`config.mk`:
```
export PLATFORM = sky130hd
export DESIGN_NAME = apb_cmd_master
export DESIGN_NICKNAME = d
export VERILOG_FILES = /design/src/rtl/apb_cmd_master.sv
export SDC_FILE = /design/constraint.sdc
export NUM_CORES = 1
export LEC_CHECK = 0
export ABC_AREA = 1
export CAP_MARGIN = 20
export CORE_MARGIN = 2
export CORE_UTILIZATION = 25
export DETAILED_ROUTE_END_ITERATION = 12
export PLACE_DENSITY = 0.55
export SLEW_MARGIN = 10
export SYNTH_ARGS = -nofsm -noshare
export SYNTH_HDL_FRONTEND = slang
export SYNTH_SLANG_ARGS = --single-unit
```
`constraint.sdc`:
```
create_clock -name PCLK -period 5.9 [get_ports PCLK]
set_input_delay 0.885 -clock PCLK [delete_from_list [all_inputs] [get_ports PCLK]]
set_output_delay 0.885 -clock PCLK [all_outputs]
set_load 0.03 [all_outputs]
```
`src/rtl/apb_cmd_master.sv`:
```
// apb_cmd_master: queues read/write commands and issues them one at a time as
// two-phase APB transfers, returning one in-order response per command.
module apb_cmd_master #(
   parameter int unsigned ADDR_WIDTH  = 32,
   parameter int unsigned DATA_WIDTH  = 32,
   parameter int unsigned CMD_DEPTH   = 4,
   parameter int unsigned TIMEOUT_CYC = 64
) (
   input  logic                  PCLK,
   input  logic                  PRESET,
   input  logic                  cmd_valid,
   output logic                  cmd_ready,
   input  logic                  cmd_write,
   input  logic [ADDR_WIDTH-1:0] cmd_addr,
   input  logic [DATA_WIDTH-1:0] cmd_wdata,
   output logic                  rsp_valid,
   input  logic                  rsp_ready,
   output logic [DATA_WIDTH-1:0] rsp_rdata,
   output logic                  rsp_err,
   output logic                  rsp_timeout,
   output logic                  busy,
   output logic [ADDR_WIDTH-1:0] PADDR_M,
   output logic                  PWRITE_M,
   output logic                  PSEL_M,
   output logic                  PENABLE_M,
   output logic [DATA_WIDTH-1:0] PWDATA_M,
   input  logic [DATA_WIDTH-1:0] PRDATA_M,
   input  logic                  PREADY_M,
   input  logic                  PSLVERR_M
);

   localparam int unsigned PTR_W     = (CMD_DEPTH > 1) ? $clog2(CMD_DEPTH) : 1;
   localparam int unsigned CNT_W     = PTR_W + 1;
   localparam int unsigned WAIT_W    = (TIMEOUT_CYC > 1) ? $clog2(TIMEOUT_CYC) : 1;
   localparam int unsigned WAIT_LAST = (TIMEOUT_CYC > 0) ? TIMEOUT_CYC - 1 : 0;

   typedef struct packed {
      logic                  write;
      logic [ADDR_WIDTH-1:0] addr;
      logic [DATA_WIDTH-1:0] wdata;
   } cmd_t;

   typedef enum logic [1:0] {
      IDLE   = 2'd0,
      SETUP  = 2'd1,
      ACCESS = 2'd2,
      RESP   = 2'd3
   } state_t;

   cmd_t                  mem [CMD_DEPTH];
   cmd_t                  head;
   logic [PTR_W-1:0]      wr_ptr_q;
   logic [PTR_W-1:0]      rd_ptr_q;
   logic [CNT_W-1:0]      count_q;
   logic [CNT_W-1:0]      count_nxt;
   logic                  full;
   logic                  empty;
   logic                  push;
   logic                  pop;
   logic                  timeout_hit;

   state_t                state_q;
   state_t                state_nxt;
   logic [WAIT_W-1:0]     wait_q;
   logic [WAIT_W-1:0]     wait_nxt;

   logic                  psel_nxt;
   logic                  penable_nxt;
   logic                  pwrite_nxt;
   logic [ADDR_WIDTH-1:0] paddr_nxt;
   logic [DATA_WIDTH-1:0] pwdata_nxt;
   logic                  rsp_valid_nxt;
   logic [DATA_WIDTH-1:0] rsp_rdata_nxt;
   logic                  rsp_err_nxt;
   logic                  rsp_timeout_nxt;
   logic                  busy_nxt;

   // FIFO status; a full FIFO refuses even when a pop is happening this cycle
   assign full        = (count_q == CNT_W'(CMD_DEPTH));
   assign empty       = (count_q == '0);
   assign cmd_ready   = !full && !PRESET;
   assign push        = cmd_valid && cmd_ready;
   assign head        = mem[rd_ptr_q];
   assign timeout_hit = (TIMEOUT_CYC != 0) && (wait_q == WAIT_W'(WAIT_LAST));

   // next-state, pop decision and next values of every registered output
   always_comb begin
      state_nxt       = state_q;
      wait_nxt        = wait_q;
      pop             = 1'b0;
      psel_nxt        = PSEL_M;
      penable_nxt     = PENABLE_M;
      pwrite_nxt      = PWRITE_M;
      paddr_nxt       = PADDR_M;
      pwdata_nxt      = PWDATA_M;
      rsp_valid_nxt   = rsp_valid;
      rsp_rdata_nxt   = rsp_rdata;
      rsp_err_nxt     = rsp_err;
      rsp_timeout_nxt = rsp_timeout;
      count_nxt       = count_q;

      unique case (state_q)
         IDLE: begin
            if (!empty) pop = 1'b1;
         end
         SETUP: begin
            penable_nxt = 1'b1;
            state_nxt   = ACCESS;
         end
         ACCESS: begin
            if (PREADY_M) begin
               rsp_rdata_nxt   = PWRITE_M ? '0 : PRDATA_M;
               rsp_err_nxt     = PSLVERR_M;
               rsp_timeout_nxt = 1'b0;
               rsp_valid_nxt   = 1'b1;
               psel_nxt        = 1'b0;
               penable_nxt     = 1'b0;
               state_nxt       = RESP;
            end else if (timeout_hit) begin
               rsp_rdata_nxt   = '0;
               rsp_err_nxt     = 1'b1;
               rsp_timeout_nxt = 1'b1;
               rsp_valid_nxt   = 1'b1;
               psel_nxt        = 1'b0;
               penable_nxt     = 1'b0;
               state_nxt       = RESP;
            end else begin
               wait_nxt = wait_q + WAIT_W'(1);
            end
         end
         RESP: begin
            if (rsp_ready) begin
               rsp_valid_nxt = 1'b0;
               if (!empty) pop = 1'b1;
               else        state_nxt = IDLE;
            end
         end
         default: state_nxt = IDLE;
      endcase

      // launching a command: load the APB fields and enter SETUP
      if (pop) begin
         psel_nxt    = 1'b1;
         penable_nxt = 1'b0;
         pwrite_nxt  = head.write;
         paddr_nxt   = head.addr;
         pwdata_nxt  = head.wdata;
         wait_nxt    = '0;
         state_nxt   = SETUP;
      end

      unique case ({push, pop})
         2'b10:   count_nxt = count_q + CNT_W'(1);
         2'b01:   count_nxt = count_q - CNT_W'(1);
         default: count_nxt = count_q;
      endcase

      busy_nxt = (count_nxt != '0) || (state_nxt != IDLE);
   end

   // state, pointers and registered outputs
   always_ff @(posedge PCLK) begin
      if (PRESET) begin
         state_q     <= IDLE;
         wait_q      <= '0;
         wr_ptr_q    <= '0;
         rd_ptr_q    <= '0;
         count_q     <= '0;
         PSEL_M      <= 1'b0;
         PENABLE_M   <= 1'b0;
         PWRITE_M    <= 1'b0;
         PADDR_M     <= '0;
         PWDATA_M    <= '0;
         rsp_valid   <= 1'b0;
         rsp_rdata   <= '0;
         rsp_err     <= 1'b0;
         rsp_timeout <= 1'b0;
         busy        <= 1'b0;
      end else begin
         state_q     <= state_nxt;
         wait_q      <= wait_nxt;
         count_q     <= count_nxt;
         if (push) wr_ptr_q <= wr_ptr_q + PTR_W'(1);
         if (pop)  rd_ptr_q <= rd_ptr_q + PTR_W'(1);
         PSEL_M      <= psel_nxt;
         PENABLE_M   <= penable_nxt;
         PWRITE_M    <= pwrite_nxt;
         PADDR_M     <= paddr_nxt;
         PWDATA_M    <= pwdata_nxt;
         rsp_valid   <= rsp_valid_nxt;
         rsp_rdata   <= rsp_rdata_nxt;
         rsp_err     <= rsp_err_nxt;
         rsp_timeout <= rsp_timeout_nxt;
         busy        <= busy_nxt;
      end
   end

   // command storage; contents are don't-care while the FIFO is empty
   always_ff @(posedge PCLK) begin
      if (push) mem[wr_ptr_q] <= '{write: cmd_write, addr: cmd_addr, wdata: cmd_wdata};
   end

endmodule

```
Word-level counts from Yosys, hierarchy flattened
Memory sizes are Yosys's and may differ from the RTL's. A register that Yosys moved wholly into a read port is not among the register bits.
Cells that the tools add are included.

operators by class
  add/subtract/negate cells = 5
  eq/ne operators = 9
  multiplexer cells = 26
  bitwise operators = 2
  reductions and logical operators = 20

operators with widths
  operator             number
  $mux 32              3
  $mux 1               13
  $mux 2               5
  $reduce_bool 2->1    5
  $add 6x1->6 const B  1
  $eq 2x2->1 const B   3
  $eq 6x6->1 const B   1
  $pmux 1 s2           3
  $pmux 2 s3           1
  $pmux 3 s2           1
  $reduce_and 2->1     3
  $reduce_and 3->1     2
  $reduce_bool 3->1    2
  $add 2x1->2 const B  2
  $eq 2x1->1 const B   2
  $add 3x1->3 const B  1
  $eq 3x3->1 const B   1
  $logic_not 3->1      1
  $ne 3x3->1 const B   1
  $sub 3x1->3 const B  1
  $logic_and 1x1->1    2
  $logic_not 1->1      2
  $logic_not 2->1      1
  $ne 2x2->1 const B   1
  other kinds (3)      4

word-level totals
  flip-flop bits (word level) = 53
  bits in writable memories = 260
  output and inout bits = 104
  logic and storage cells = 75
  memories = 1

memory list
  memory  words  bits a word  rd ports  clocked after Yosys merged registers in  write ports  line  source
  mem     4      65           1         1                                        1            50    cmd_t mem [CMD_DEPTH];

Depth between registers and ports, before layout
Gate-level depths: netlist of the first run.

  depth after elaboration = 8
  mapped depth = 20
  depth with buffers taken out = 18

Worst setup path after synthesis of the first run
OpenSTA, ideal clock, no wires.

  path kind = input port to flip-flop
  start point = input port PRESET
  end point = memory mem[0][0] (netlist bit) (enable)
  data arrival time = 4.569 ns
  data required time = 5.411 ns
  slack = 0.843 ns
  stages on the path = 3
  buffers on the path = 0
  cell sequence = a31oi_1 nand2_1 nor2_1

between the ends
  cells in the longest elaborated chain, start to end = 5

ends and longest elaborated chain
  item                          line  source
  start, declared               10    input logic PRESET,
  $logic_not 1->1               81    assign cmd_ready = !full && !PRESET;
  $logic_and 1x1->1             81
  $logic_and 1x1->1             82    assign push = cmd_valid && cmd_ready;
  $mux 1                        200   if (push) mem[wr_ptr_q] <= '{write: cmd_write, addr: cmd_addr, wdata: cmd_wdata};
  $mux 1 (not written as such)  200
  end, declared                 50

Every way passes these cells.

Worst setup path after layout of the first run
  start point = input port PRESET
  end point = output port cmd_ready

between the ends
  cells in the longest elaborated chain, start to end = 2

ends and longest elaborated chain
  item               line  source
  $logic_not 1->1    81
  $logic_and 1x1->1  81
  end, declared      12    output logic cmd_ready,

Every way passes these cells.

==> key figures, run 1 <==
Power
  • Sequential share of power: 38.4%
  • Power share of the clock group: 28.7%
  • Comb power frac: 32.9%
  • Switching Share: 35.84%
  • Net Switching: 3198 uW
  • Internal: 5725 uW
  • Final Power: 8923 uW
  • Power Dens Cells: 489.0 nW/um^2
  • Leakage: 0.006124 uW
  • VDD IR max: 0.2596 mV

GRT
  • Largest net degree at the start of global routing: 96
  • Global-route wire length before repair: 56.58 mm
  • Total GRT Usage: 12.39%
  • Total grt overflow: 0
  • Vias in the first global route: 9616
  • Initial antenna violation count: 6

Clock tree
  • Clock Tree Buf Depth: 3
  • H-tree depth: 2
  • CTS tree: yes
  • Clock sink count: 378
  • Clk root buf: clkbuf_16
  • Hold buffer count at CTS: 0
  • Num CTS Buffers: 42
  • Resized cells post-CTS: 0
  • Clock-pin slew on the worst setup and hold paths: 0.05 ns
  • Later-pin clock latency in the skew report: 0.56 ns
  • Post-CTS setup buffer count: 0

Drt
  • Avg WL per Cell: 16.95 um
  • Vias per inst: 4.421
  • Residual DRC: 0
  • Vias: 9659
  • Antenna viol nets, final: 0
  • Detailed Routing Iterations Pass 1: 5
  • Final WL: 37.04 mm
  • Initial DRC count: 639

Floorplan
  • Initial Utilization: 25.16%
  • Row cnt: 87
  • Die W: 241.5 um
  • Vert. Die Dim: 241.5 um
  • Num ports: 207
  • Core footprint: 56060 um^2
  • Die outline area: 58330 um^2

Logic synthesis
  • Synth Warn #: 0
  • Post-Syn Area: 14100 um^2
  • Register area share after synthesis: 72.11%
  • Post-synth EDFFs: 260
  • Mapped Cells: 1205
  • Post-synth ARST share: 0%
  • Avg Cell Area, Syn: 11.70 um^2
  • Post-synth top flop: edfxtp_1
  • Post-synth cell types: 33
  • Syn nets: 1319
  • Synth Register Bits: 378

Timing
  • Endpoints failing hold: 0
  • Setup TNS: 0 ns
  • Rel. slew slack: 30.81%
  • Slew at the pin closest to its max-slew limit: 1.035 ns
  • Final period utilization: 57.71%
  • Max Freq: 293.7 MHz
  • Max Transition Viols Final: 0
  • Final setup viols: 0
  • Final Critical Period: 3.405 ns
  • Setup Skew: 0.01946 ns
  • Worst hold margin: 0.4618 ns
  • Unrepaired setup endpoints after global routing: false

Worst setup path
  • FF-to-FF Start: count_q[0]
  • CP startpoint kind: input pin
  • Critical path class: input pin to output pin
  • Reg2reg end: mem[1][13]
  • Reg2reg path depth: 5
  • Crit path launch: PRESET
  • R2R Setup Slk: 3.19 ns
  • Crit path capture type: output pin
  • Crit path max fanout: 40
  • Worst Path Required: 5.02 ns
  • Critical path arrival: 2.52 ns

Finish
  • Multi-input logic area: 3437 um^2
  • Synth-to-layout area growth: 29.38%
  • Filler Cell Count: 5624
  • Layout Nets: 1509
  • Register Area: 10170 um^2
  • Core Util, Final: 32.55%
  • Layout cells sized above 1: 6.793%

Status
  • Status: finished clean

Min path
  • Type of the most critical hold path: flip-flop to flip-flop
  • WHS Path Cells: 2
  • Min-delay src: rsp_rdata[3]
  • Hold Path End: rsp_rdata[3]

Flow run
  • Maxcap violations: 0

Placement
  • IO Port Bufs: 206
  • RD Place Congestion: 0.7892
  • DP HPWL: 22.57 mm
## worst max-delay path, stage by stage
cell and delay, ns:
clkdlybuf4s50_1 0.40, buf_4 0.27, a31oi_1 0.23, clkdlybuf4s50_1 0.73
## synthesized netlist by cell type, types with 2 or more instances
| library cell | count | share of area (%) |
|---|---|---|
| dfxtp_1 | 118 | 17 |
| o22ai_1 | 66 | 2.9 |
| a21oi_1 | 44 | 1.6 |
| ha_1 | 10 | 0.89 |
| edfxtp_1 | 260 | 55 |
| buf_2 | 9 | 0.32 |
| nor3_1 | 2 | 0.071 |
| buf_4 | 2 | 0.11 |
| inv_2 | 4 | 0.11 |
| buf_6 | 13 | 1.0 |
| buf_1 | 5 | 0.13 |
| o21ai_0 | 179 | 6.4 |
| nor2_1 | 276 | 7.3 |
| o21ai_1 | 24 | 0.85 |
| inv_1 | 28 | 0.75 |
| xor2_1 | 2 | 0.12 |
| clkbuf_2 | 2 | 0.071 |
| clkbuf_1 | 45 | 1.2 |
| nand3_1 | 38 | 1.3 |
| nand2_1 | 63 | 1.7 |
| nand3_2 | 3 | 0.21 |
## placed cells by master (no fill, tap or decap), types with 38 or more instances in the layout
| cell type | instances |
|---|---|
| nor2_1 | 271 |
| edfxtp_1 | 260 |
| clkdlybuf4s50_1 | 206 |
| o21ai_0 | 179 |
| dfxtp_1 | 116 |
| o22ai_1 | 66 |
| nand2_1 | 63 |
| clkbuf_16 | 45 |
| a21oi_1 | 44 |
| nand3_1 | 38 |
## flip-flops by register name (all words and copies together), names as in the netlist, 2 cells and up
signal,flops
PWDATA_M,32
mem,260
wr_ptr_q,2
state_q,2
count_q,3
PADDR_M,32
rd_ptr_q,2
rsp_rdata,32
wait_q,6
## cells by family (layout without fill, tap and decap cells)
family | count (synthesis) | after routing | synth area share (%)
buffers and inverters | 110 | 333 | 3.806
adder cells (fa/ha/maj) | 11 | 11 | 1.029
AO/OA/AOI/OAI | 318 | 318 | 12.05
flip-flops | 378 | 378 | 72.11
AND/OR/NAND/NOR | 385 | 385 | 10.82
XOR/XNOR | 3 | 3 | 0.1863
other | 0 | 1 | 0
## how the worst max path moves through the flow
stage,end,slack (ns),cells after the start
after floorplan,mem[0][0],0.84,3
after global placement,mem[1][8],2.02,6
after detailed placement,mem[1][1],1.95,6
after CTS,cmd_ready,2.48,4
after global routing,mem[1][60],2.37,6
final,cmd_ready,2.50,4
## power by group through the flow
stage | sequential (uW) | clock, uW | combinational [uW]
finish | 3420 | 2560 | 2940
global route | 3470 | 2750 | 3240
CTS | 3430 | 2660 | 2990
detailed placement | 3480 | 0 | 2980
global placement | 3480 | 0 | 2950
floorplan | 3920 | 0 | 1440
## per-stage QoR
stage	cell area [um^2]	instances	worst slack (ns)
after global placement	16870	2106	2.016
final	18250	2185	2.495
after floorplan	14100	1205	0.8427
after global routing	18250	2184	2.370
after detailed placement	16880	2107	1.954
after CTS	18250	2184	2.484
## per-layer routing
metal | track usage (%) | wire length [um]
met3 | 3.507 | 2427
met1 | 16.08 | 16710
met4 | 4.330 | 892
met2 | 19.79 | 16950
met5 | 0 | 66
## layout make-up
class	count	share of cell area, %
Clock buffer	64	6.891
Clock inverter	13	0.5760
Sequential cell	378	55.76
Antenna cell	1	0.01371
Tap cell	756	5.184
Multi-Input combinational cell	717	18.84
Timing Repair Buffer	222	12.00
Inverter	34	0.7405
(Power assumes the default switching activity.)
==> inputs of run 2 (changes only) <==
Clock period 5.9 ns to 3.17 ns, I/O delays scaled along.
==> key figures, run 2 (synthesized netlist as in run 1, its figures left out) <==
Clock tree
  • Clk root buf: clkbuf_16
  • Num CTS Buffers: 45 (+7.1%)
  • H-tree depth: 2 (unchanged)
  • Clock sink count: 378 (unchanged)
  • Later-pin clock latency in the skew report: 0.56 ns (about the same)
  • CTS tree: yes
  • Hold buffer count at CTS: 0 (unchanged)
  • Clock-pin slew on the worst setup and hold paths: 0.06 ns (about the same)
  • Clock Tree Buf Depth: 3 (unchanged)
  • Post-CTS setup buffer count: 0 (unchanged)
  • Resized cells post-CTS: 0 (unchanged)

Floorplan
  • Initial Utilization: 25.16% (unchanged)
  • Die outline area: 58330 um^2 (unchanged)
  • Die W: 241.5 um (unchanged)
  • Num ports: 207 (unchanged)
  • Vert. Die Dim: 241.5 um (unchanged)
  • Row cnt: 87 (unchanged)
  • Core footprint: 56060 um^2 (unchanged)

Worst setup path
  • Crit path launch: count_q[0]
  • Crit path capture type: output pin
  • CP max stage cell: clkdlybuf4s50_1
  • Reg2reg end: busy
  • Largest stage delay, worst path: 0.73 ns (about the same)
  • FF-to-FF Start: state_q[0]
  • Worst Setup EP: cmd_ready
  • Crit path max fanout: 3 (-93%)
  • CP startpoint kind: flip-flop
  • Reg2reg path depth: 16 (+11)
  • Critical-path cell list: inv_2 -> a31oi_1 -> clkdlybuf4s50_1
  • R2R Setup Slk: 0.81 ns (-2.38 ns)
  • Critical path arrival: 1.93 ns (-0.59 ns)
  • Critical path class: flip-flop to output pin
  • Worst Path Required: 2.69 ns (-2.33 ns)

Min path
  • Type of the most critical hold path: flip-flop to flip-flop

Timing
  • Setup Skew: 0.02097 ns (+0.001509 ns)
  • Slew at the pin closest to its max-slew limit: 0.9954 ns (-0.03998 ns)
  • Final period utilization: 75.89%
  • Endpoints failing hold: 0 (unchanged)
  • Max Freq: 415.7 MHz
  • Final Critical Period: 2.406 ns
  • Final setup viols: 0 (unchanged)
  • Rel. slew slack: 33.64% (+2.8 points)
  • Unrepaired setup endpoints after global routing: false
  • Max Transition Viols Final: 0 (unchanged)

Status
  • Status: finished clean

Finish
  • Layout Nets: 1519 (+0.66%)
  • Most frequent cells in the layout: 271 x nor2_1, 260 x edfxtp_1, 206 x clkdlybuf4s50_1, 179 x o21ai_0, 116 x dfxtp_1
  • Max FFs per register: 260 (unchanged)
  • Layout cells sized above 1: 8.322% (+1.5 points)
  • Core Util, Final: 33.19% (+0.64 points)
  • Most flops, register: mem
  • Most common cell after layout, fill and taps aside: nor2_1
  • Synth-to-layout area growth: 31.94%

Drt
  • Vias per inst: 4.376 (-1.0%)
  • Final WL: 36.82 mm (-0.59%)
  • Antenna viol nets, final: 0 (unchanged)
  • Initial DRC count: 520 (-19%)
  • Residual DRC: 0 (unchanged)
  • Detailed Routing Iterations Pass 1: 6 (+1)
  • Vias: 9623 (-0.37%)
  • Avg WL per Cell: 16.75 um (-1.2%)

Placement
  • DP HPWL: 20.70 mm (-8.3%)
  • IO Port Bufs: 206 (unchanged)
  • RD Place Congestion: 0.8175 (+3.6%)

GRT
  • Global-route wire length before repair: 56.09 mm (-0.87%)
  • Total GRT Usage: 12.32% (-0.079 points)
  • Initial antenna violation count: 4 (-2)
  • Total grt overflow: 0 (unchanged)
  • Vias in the first global route: 9475 (-1.5%)
  • Largest net degree at the start of global routing: 132 (+38%)

Power
  • Leakage: 0.006274 uW (+2.4%)
  • VDD IR max: 0.4982 mV (+92%)
  • Final Power: 17310 uW (+94%)
  • Power Dens Cells: 930.0 nW/um^2 (+90%)

Flow run
  • Maxcap violations: 0 (unchanged)
## run 2: cell types whose count changed in the layout (fill, tap and decap cells not counted), sizes merged
| cell | change |
|---|---|
| buf | +7 |
| clkinvlp | +5 |
| clkinv | +2 |
| bufinv | +3 |
| inv | +1 |
| clkbuf | -4 |
## run 2: worst min-delay path by stage
stage                       from            to  slack (ns)  cells after the start
finish              rsp_rdata[4]  rsp_rdata[4]        0.46                      2
global route        rsp_rdata[5]  rsp_rdata[5]        0.48                      2
CTS                  PRDATA_M[0]  rsp_rdata[0]        0.45                      3
detailed placement  rsp_rdata[5]  rsp_rdata[5]        0.46                      2
global placement       rsp_valid     rsp_valid        0.45                      2
floorplan              wait_q[2]     wait_q[2]        0.46                      2
## run 2: critical path, delay by kind of cell (launching register included)
kind                   cells  cell delay [ns]
AO/OA/AOI/OAI              1             0.21
buffers and inverters      2             0.80
flip-flops                 1             0.35
## run 2: per-stage QoR
stage	cell area [um^2]	cells	worst slack [ns]	hold WS (ns)	setup TNS [ns]
finish	18610	2199	0.7643	0.4645	0
global route	18610	2198	0.5686	0.4768	0
CTS	18610	2198	0.7043	0.4539	0
detailed placement	17030	2114	0.5289	0.4550	0
global placement	17030	2114	0.5165	0.4493	0
floorplan	14110	1205	-0.4470	0.4586	-116.22
## run 2: area by class of cell
class	instances	area, um^2
Clock buffer	60	1326
Sequential cell	378	10170
Timing Repair Buffer	229	2335
Inverter	34	135.1
Clock inverter	24	251.5
Multi-Input combinational cell	717	3437
Fill cell	5566	37450
Antenna cell	1	2.502
Tap cell	756	945.9
## run 2: power breakdown
| part | internal (uW) | switching, uW | total (uW) |
|---|---|---|---|
| clock | 3280 | 2090 | 5370 |
| sequential | 5980 | 330 | 6310 |
| combinational | 1890 | 3730 | 5620 |
| total | 11200 | 6150 | 17300 |
## run 2: metal layers
layer / vias to the layer above / GRT usage, % / wire length [um]
met1: 4629 / 16.08 / 16790
li1: 4675 / - / -
met5: - / 0 / 61
met2: 245 / 19.51 / 16710
met3: 66 / 3.552 / 2456
met4: 8 / 4.256 / 806
